--- src/rtl/secuencia_pkg.sv ---
// -----------------------------------------------------------------------------
// secuencia_pkg
// Shared definitions for the successive-process sequence generator and its
// receive-side checker, so that both ends agree on sample width, step size
// and what "successor" means.
//   state_t  : checker FSM states (IDLE, SEARCH, LOCKED)
//   W_DEF    : default sample width
//   STEP_DEF : default increment between consecutive samples
//   succ()   : ref + step; the caller truncates to its sample width, which
//              gives the mod 2^W wrap-around
// -----------------------------------------------------------------------------
package secuencia_pkg;

    typedef enum logic [1:0] {
        IDLE,
        SEARCH,
        LOCKED
    } state_t;

    localparam int unsigned W_DEF    = 4;
    localparam int unsigned STEP_DEF = 1;

    function automatic logic [31:0] succ(input logic [31:0] ref_v,
                                         input logic [31:0] step);
        return ref_v + step;
    endfunction

endpackage

--- src/rtl/contador_saturante.sv ---
// -----------------------------------------------------------------------------
// contador_saturante
// Up-counter that sticks at its all-ones value instead of wrapping.
//   clk   : clock, rising edge
//   rst   : synchronous active-high clear
//   inc   : add one this cycle (ignored once saturated)
//   count : current count
// -----------------------------------------------------------------------------
module contador_saturante #(
    parameter int unsigned CNT_W = 8
) (
    input  logic             clk,
    input  logic             rst,
    input  logic             inc,
    output logic [CNT_W-1:0] count
);

    logic [CNT_W-1:0] count_q;
    logic [CNT_W-1:0] count_d;

    always_comb begin
        count_d = count_q;
        if (inc && (count_q != '1)) begin
            count_d = count_q + CNT_W'(1);
        end
    end

    always_ff @(posedge clk) begin
        if (rst) begin
            count_q <= '0;
        end else begin
            count_q <= count_d;
        end
    end

    assign count = count_q;

endmodule

--- src/rtl/verificador_secuencia.sv ---
// -----------------------------------------------------------------------------
// verificador_secuencia
// Integrity monitor for the successive-process stream. Every valid sample
// must equal the previous one plus STEP (mod 2^W). The checker acquires lock
// after LOCK_N consecutive successors, then flags and counts misses; LOSS_N
// consecutive misses drop it back to SEARCH.
//   clk         : clock, rising edge
//   rst         : synchronous active-high reset
//   F_in        : sample, MSB is F_in[0]
//   valid       : F_in carries a new sample this cycle
//   locked      : FSM is in LOCKED
//   error       : one-cycle pulse per miss while LOCKED
//   expected    : value the next sample must take (ref + STEP)
//   match_count : saturating count of good samples while LOCKED
//   err_count   : saturating count of misses while LOCKED
// -----------------------------------------------------------------------------
module verificador_secuencia
    import secuencia_pkg::*;
#(
    parameter int unsigned W      = W_DEF,
    parameter int unsigned STEP   = STEP_DEF,
    parameter int unsigned LOCK_N = 3,
    parameter int unsigned LOSS_N = 2,
    parameter int unsigned CNT_W  = 8
) (
    input  logic             clk,
    input  logic             rst,
    input  logic [0:W-1]     F_in,
    input  logic             valid,
    output logic             locked,
    output logic             error,
    output logic [0:W-1]     expected,
    output logic [CNT_W-1:0] match_count,
    output logic [CNT_W-1:0] err_count
);

    localparam int unsigned RUN_W  = $clog2(LOCK_N + 1);
    localparam int unsigned MISS_W = $clog2(LOSS_N + 1);

    state_t              state_q, state_d;
    logic [0:W-1]        ref_q, ref_d;
    logic [RUN_W-1:0]    run_q, run_d;
    logic [MISS_W-1:0]   miss_q, miss_d;
    logic                error_q, error_d;
    logic                match_inc, err_inc;
    logic [0:W-1]        succ_v;
    logic                hit;
    logic [RUN_W-1:0]    run_inc;
    logic [MISS_W-1:0]   miss_inc;

    assign succ_v   = W'(succ(32'(ref_q), 32'(STEP)));
    assign hit      = (F_in == succ_v);
    assign run_inc  = run_q + RUN_W'(1);
    assign miss_inc = miss_q + MISS_W'(1);

    always_comb begin
        state_d   = state_q;
        ref_d     = ref_q;
        run_d     = run_q;
        miss_d    = miss_q;
        error_d   = 1'b0;
        match_inc = 1'b0;
        err_inc   = 1'b0;
        if (valid) begin
            unique case (state_q)
                IDLE: begin
                    ref_d   = F_in;
                    run_d   = '0;
                    state_d = SEARCH;
                end
                SEARCH: begin
                    ref_d = F_in;
                    if (hit) begin
                        run_d = run_inc;
                        if (run_inc == RUN_W'(LOCK_N)) begin
                            state_d = LOCKED;
                            miss_d  = '0;
                        end
                    end else begin
                        run_d = '0;
                    end
                end
                LOCKED: begin
                    if (hit) begin
                        ref_d     = F_in;
                        miss_d    = '0;
                        match_inc = 1'b1;
                    end else begin
                        error_d = 1'b1;
                        err_inc = 1'b1;
                        if (miss_inc == MISS_W'(LOSS_N)) begin
                            // Lock lost: resync on the offending sample.
                            state_d = SEARCH;
                            ref_d   = F_in;
                            run_d   = '0;
                            miss_d  = '0;
                        end else begin
                            // Flywheel: advance as if the sample had been right.
                            ref_d  = succ_v;
                            miss_d = miss_inc;
                        end
                    end
                end
                default: state_d = IDLE;
            endcase
        end
    end

    always_ff @(posedge clk) begin
        if (rst) begin
            state_q <= IDLE;
            ref_q   <= '0;
            run_q   <= '0;
            miss_q  <= '0;
            error_q <= 1'b0;
        end else begin
            state_q <= state_d;
            ref_q   <= ref_d;
            run_q   <= run_d;
            miss_q  <= miss_d;
            error_q <= error_d;
        end
    end

    contador_saturante #(.CNT_W(CNT_W)) u_match_cnt (
        .clk   (clk),
        .rst   (rst),
        .inc   (match_inc),
        .count (match_count)
    );

    contador_saturante #(.CNT_W(CNT_W)) u_err_cnt (
        .clk   (clk),
        .rst   (rst),
        .inc   (err_inc),
        .count (err_count)
    );

    assign locked   = (state_q == LOCKED);
    assign error    = error_q;
    assign expected = succ_v;

endmodule

--- config.mk ---
export PLATFORM = sky130hd
export DESIGN_NAME = verificador_secuencia
export DESIGN_NICKNAME = d
export VERILOG_FILES = /design/src/rtl/secuencia_pkg.sv /design/src/rtl/contador_saturante.sv /design/src/rtl/verificador_secuencia.sv
export SDC_FILE = /design/constraint.sdc
export NUM_CORES = 1
export LEC_CHECK = 0
export ABC_CLOCK_PERIOD_IN_PS = 4300
export BUFFER_PORTS_ARGS = -buffer_cell sky130_fd_sc_hd__buf_2
export CAP_MARGIN = 20
export CORE_ASPECT_RATIO = 1.1
export CORE_MARGIN = 2
export CORE_UTILIZATION = 50
export CTS_BUF_LIST = sky130_fd_sc_hd__clkbuf_4 sky130_fd_sc_hd__clkbuf_8
export CTS_CLUSTER_DIAMETER = 50
export DETAILED_ROUTE_END_ITERATION = 8
export PLACE_DENSITY_LB_ADDON = 0.2
export SYNTH_ARGS = -nofsm -noshare
export SYNTH_HDL_FRONTEND = slang
export SYNTH_HIERARCHICAL = 1
export SYNTH_SLANG_ARGS = --single-unit
--- constraint.sdc ---
create_clock -name clk -period 4.3 [get_ports clk]
set_input_delay 0.215 -clock clk [delete_from_list [all_inputs] [get_ports clk]]
set_output_delay 0.215 -clock clk [all_outputs]
set_load 0.1 [all_outputs]
==> results of run 1 <==
[cells in the final DEF, fill, tap and decap left out, types with 3 or more instances in the layout]
cell | Yosys | layout
nor2_1 | 9 | 9
nand2_1 | 21 | 21
a31oi_1 | 3 | 3
o21bai_1 | 4 | 4
nand2b_1 | 4 | 4
clkbuf_4 | 0 | 4
nor3_1 | 9 | 9
a21oi_1 | 13 | 13
ha_1 | 4 | 4
o21ai_0 | 4 | 4
a211oi_1 | 4 | 4
dfxtp_1 | 27 | 27
xor2_1 | 4 | 4
xnor2_1 | 4 | 4
a311oi_1 | 3 | 3
nand4_1 | 4 | 4
buf_2 | 0 | 28
and4_1 | 4 | 4
nand3b_1 | 4 | 4
nand3_1 | 7 | 7
or3_2 | 3 | 3
inv_1 | 5 | 5
[per-layer routing]
metal | up-vias | routed length [um] | track usage [%]
met5 | - | 0 | 0
met4 | 0 | 31 | 5.40
met3 | 4 | 92 | 2.40
met2 | 32 | 1740 | 31.5
met1 | 726 | 1740 | 24.4
li1 | 760 | - | -
[logic make-up (layout without fill, tap and decap cells)]
| logic type | count (synthesis) | in the layout | share of synthesized area [%] |
|---|---|---|---|
| compound gates | 52 | 52 | 22.6 |
| xor+xnor | 9 | 9 | 5.58 |
| buf+inv | 14 | 37 | 6.11 |
| fa+ha+maj | 4 | 4 | 2.98 |
| mux | 4 | 4 | 2.98 |
| simple gates | 81 | 81 | 27.6 |
| flops | 27 | 27 | 32.2 |
[registers in the layout, indices dropped and copies added, names as in the netlist]
signal and count:
run_q 2, miss_q 2, u_err_cnt/count 8, error 1, ref_q 4, u_match_cnt/count 8
state_q 2
[final cells by class]
type	count	area, um^2	share of cell area, %
Clock buffer	4	30.0	1.66
Inverter	5	18.8	1.04
Multi-Input combinational cell	150	1040	57.3
Sequential cell	27	541	29.8
Tap cell	36	45.0	2.49
Timing Repair Buffer	28	140	7.73
[metrics by stage]
stage | total power [mW] | worst slack [ps] | instance area (um^2) | hold WS [ps] | util, %
after global routing | 0.476 | 1330 | 1810 | 175 | 55.3
final | 0.454 | 1510 | 1810 | 164 | 55.3
after global placement | 0.341 | 1690 | 1780 | 470 | 54.4
after CTS | 0.460 | 1540 | 1810 | 157 | 55.3
after detailed placement | 0.343 | 1570 | 1780 | 492 | 54.4
after floorplan | 0.331 | 1260 | 1680 | 287 | -
[worst max path at each step]
stage             start              endpoint  slack [ps]
6_report       ref_q[3]  u_match_cnt/count[3]        1510
5_1_grt        ref_q[3]  u_match_cnt/count[3]        1330
4_1_cts        ref_q[3]  u_match_cnt/count[3]        1540
3_5_place_dp   ref_q[3]  u_match_cnt/count[3]        1570
3_3_place_gp   ref_q[3]  u_match_cnt/count[3]        1690
2_1_floorplan  ref_q[3]  u_match_cnt/count[3]        1260
[power breakdown]
part	leakage, nW	switching [mW]	internal (mW)
clock	0.0184	0.0741	0.0425
sequential	0.219	0.00554	0.254
combinational	0.486	0.0572	0.0213
[worst max-delay path, stage by stage (launching register included)]
cell	delay, ps
dfxtp_1	490
ha_1	280
xor3_1	280
or3_4	420
nor3_1	540
nand4_1	220
or3_2	440
o21ai_1	80
==> flow_summary.ini, run 1 <==
[synth]
yosysTopAreaCellShare_pct = 32.2
synth_top_cell_by_area = dfxtp_1
synth_edf_count = 0
synth_cell_types = 55
synthTopCellsByCount = dfxtp_1 (27), nand2_1 (21), a21oi_1 (13), nor2_1 (9), nor3_1 (9)
ys_seq_area_share_pct = 32.2
async_flop_share_pct = 0
synth-main-ff-cell = dfxtp_1
ys_top_cells_by_area = dfxtp_1 (32%), nand2_1 (4.7%), a21oi_1 (3.9%), ha_1 (3.0%), nor3_1 (2.7%)
synthesis.instances = 191
netlist_area_um2 = 1680
synth.most_common_cell = dfxtp_1
synth-seq-cells = 27
synth-warning-count = 6
synth_nets = 202
avgSynthCellArea_um2 = 8.80

[global_routing]
grt_first_pass_wirelength_um = 5770
grt_pass1_vias = 1295
grt_start_max_net_pins = 35
grt_overflow = 0
antenna_found_initial = 0
grtUsageTotal_pct = 18.7

[clock_tree]
numClockSinks = 27
root_buffer = clkbuf_4
cts_resized = 0
hold_buffers = 0
path_clk_slew_ps = 150
cts_max_level = 1
cts_buffer_depth = 2
cts_buffers = 3
insertion_delay_ps = 320
cts_tree = yes
post_cts_buffers = 0

[detailed_routing]
ant_nets = 0
drt-total-wl_um = 3600
viasPerCell = 6.09
remaining_drc_errors = 0
first_pass_iters = 4
drt_iter0_drc = 42
num_vias = 1522
wl_per_cell_um = 14.4

[floorplanning]
start_util_pct = 51.3
dieHeight_um = 64.8
dieWidth_um = 59.3
ios = 29
rows = 22
placeableCoreArea_um2 = 3280
dieArea_um2 = 3840

[placed_design]
dp_cells = 246
gp_congestion = 0.833
port_buffers = 28
place_hpwl_um = 2620

[worst_setup_path]
critical_path_arrival_ps = 3060
cp-start-kind = flop
ff2ff_path_depth = 7
setup.worst_path.end_class = flop
worstReg2RegEnd = u_match_cnt/count[3]
path_max_fanout = 8
critPathKind = flop to flop
r2r_slack_ps = 1510
timing.rr.start = ref_q[3]
cp.required_ps = 4570

[worst_hold_path]
hold_path_end = ref_q[2]
worstHoldPathType = primary input to flop
hp-start = F_in[2]
holdPathStages = 3

[status]
outcome = finished clean

[sta]
period_needed_ps = 2790
fin_tns_setup_ps = 0
rsz0062_at_grt = false
drv_slew = 0
setup_violations = 0
hold_viol_final = 0
fmax_mhz = 359
tightest_slew_ps = 717
slew_headroom_pct = 52.1
finClkSkew_ps = 7.11
period_share_pct = 64.8

[layout]
fin_cells = 250
n_antenna_cell = 0
area_delta_synth_final_pct = 7.82
fillerInstances = 314
final_layout_size_suffix_gt1_share_pct = 22.4
nets = 226

[job]
maxCapViolations = 0

[pwr]
ir_drop_uv = 147
p_per_area_nw_per_um2 = 251
p_leak_nw = 0.723
No activity file was read; power rests on OpenSTA's default activity.
==> run 2: changes to the inputs <==
Settings changed: ABC_AREA set to 1, ABC_CLOCK_PERIOD_IN_PS 4300 to 2770.
Clock period 4.3 ns to 2.77 ns, I/O delays scaled along.
==> flow_summary.ini, run 2 <==
[synth]
synth-main-ff-cell = dfxtp_1
synth_cell_types = 23
synthesis.instances = 272
synth-seq-cells = 27
async_flop_share_pct = 0
ys_seq_area_share_pct = 31.9
synthTopCellsByCount = nand2_1 (72), nor2_1 (41), inv_1 (36), dfxtp_1 (27), nand3_1 (24)
netlist_area_um2 = 1690
synth_nets = 283
yosysTopAreaCellShare_pct = 31.9
avgSynthCellArea_um2 = 6.22
synth.most_common_cell = nand2_1
synth_edf_count = 0
synth_top_cell_by_area = dfxtp_1
synth-warning-count = 6
ys_top_cells_by_area = dfxtp_1 (32%), nand2_1 (16%), nor2_1 (9.1%), inv_1 (8.0%), nand3_1 (7.1%)

[sta]
rsz0062_at_grt = false
tightest_slew_ps = 488
setup_violations = 0
drv_slew = 0
fmax_mhz = 480
fin_tns_setup_ps = 0
period_share_pct = 75.2
hold_viol_final = 0
period_needed_ps = 2080
slew_headroom_pct = 67.7
finClkSkew_ps = 2.82

[clock_tree]
numClockSinks = 27
root_buffer = clkbuf_4
cts_buffer_depth = 2
post_cts_buffers = 0
cts_resized = 0
cts_max_level = 1
path_clk_slew_ps = 140
cts_buffers = 3
insertion_delay_ps = 330
hold_buffers = 0
cts_tree = yes

[global_routing]
grt_overflow = 0
grt_pass1_vias = 1387
grtUsageTotal_pct = 18.2
grt_start_max_net_pins = 15
grt_first_pass_wirelength_um = 5520
antenna_found_initial = 0

[worst_setup_path]
cpMaxStageDelayCell = dfxtp_1
cp.required_ps = 3010
slowest_delay_ps = 470
critPathTopFamily = simple AND/OR/NAND/NOR gates
critPathKind = flop to flop
path_max_fanout = 12
setup.worst_path.end_class = flop
critical_path_arrival_ps = 2320
path_cells = ha_1 -> nand2_1 -> inv_1 -> o21ai_1 -> nor2_2 -> nand2_2 -> nand2_1 -> nor2_1 -> buf_4 -> nand2_1 -> nor2_1 -> nand3_1 -> nand2_1 -> nor2_1
path_buf_inv = 2
crit_top_cell = nand2_1
cp-start-kind = flop

[floorplanning]
rows = 22
dieArea_um2 = 3870
dieHeight_um = 65.0
dieWidth_um = 59.5
ios = 29
start_util_pct = 51.7
placeableCoreArea_um2 = 3280

[detailed_routing]
viasPerCell = 4.98
wl_per_cell_um = 9.91
ant_nets = 0
remaining_drc_errors = 0
first_pass_iters = 4
drt-total-wl_um = 3350
num_vias = 1683
drt_iter0_drc = 57

[layout]
multi_input_comb_area_um2 = 946
fin_util_pct = 57.6
n_antenna_cell = 0
fin_area_um2 = 1890
fin_cells = 338
final_cell_mix = nand2_1 (72), nor2_1 (41), inv_1 (36)
ff_latch_area_um2 = 541
final_layout_size_suffix_gt1_share_pct = 20.9
final_common_cell = nand2_1
nets = 314
area_delta_synth_final_pct = 11.4
fillerInstances = 343

[status]
outcome = finished clean

[pwr]
power_frac_clock_pct = 21.2
p_seq_share_pct = 49.3
switching_power_mw = 0.327
p_leak_nw = 0.955
pwr-share-comb_pct = 29.4
p_per_area_nw_per_um2 = 457
ir_drop_uv = 271
p_total_mw = 0.862
power.internal_mw = 0.534
p_sw_share_pct = 38.0

[placed_design]
gp_congestion = 0.829
dp_cells = 334
place_hpwl_um = 2530
placed_area_um2 = 1860
port_buffers = 28

[job]
maxCapViolations = 0

[worst_hold_path]
worstHoldPathType = primary input to flop
[run 2: cell type report]
class / count / share of cell area (%)
Inverter: 45 / 8.96
Clock buffer: 4 / 1.59
Timing Repair Buffer: 30 / 8.23
Multi-Input combinational cell: 196 / 50.2
Sequential cell: 27 / 28.7
Tap cell: 36 / 2.39
[run 2: layer usage]
| layer | vias to the layer above | wire (um) | GRT usage [%] |
|---|---|---|---|
| met5 | - | 0 | 0 |
| met4 | 0 | 43 | 7.67 |
| met3 | 4 | 87 | 1.80 |
| met2 | 23 | 1560 | 30.8 |
| met1 | 747 | 1660 | 23.2 |
| li1 | 909 | - | - |
[run 2: power by group through the flow]
stage          sequential [mW]  combinational, mW  clock (mW)
2_1_floorplan            0.452              0.192           0
3_3_place_gp             0.433              0.253           0
3_5_place_dp             0.433              0.253           0
4_1_cts                  0.425              0.254       0.190
5_1_grt                  0.427              0.277       0.210
6_report                 0.425              0.254       0.183
[run 2: metrics by stage]
step	hold WS, ps	worst slack [ps]
after CTS	71.0	708
after global placement	426	804
after floorplan	215	167
after global routing	83.0	529
final	83.4	688
after detailed placement	433	736
[run 2: kinds of logic after synthesis]
kind of cell,Yosys count,share of synthesized area (%)
buffers and inverters,49,12.2
adder cells (fa/ha/maj),4,2.96
AND/OR/NAND/NOR,165,44.6
flip-flops,27,31.9
AO/OA/AOI/OAI,27,8.35
[run 2: worst paths after layout]
path | startpoint | end | slack, ps | cells after the start
max | ref_q[3] | u_err_cnt/count[4] | 690 | 14
min | rst | error | 80 | 2
max reg2reg | ref_q[3] | u_err_cnt/count[4] | 690 | 14
min reg2reg | miss_q[1] | miss_q[1] | 450 | 2
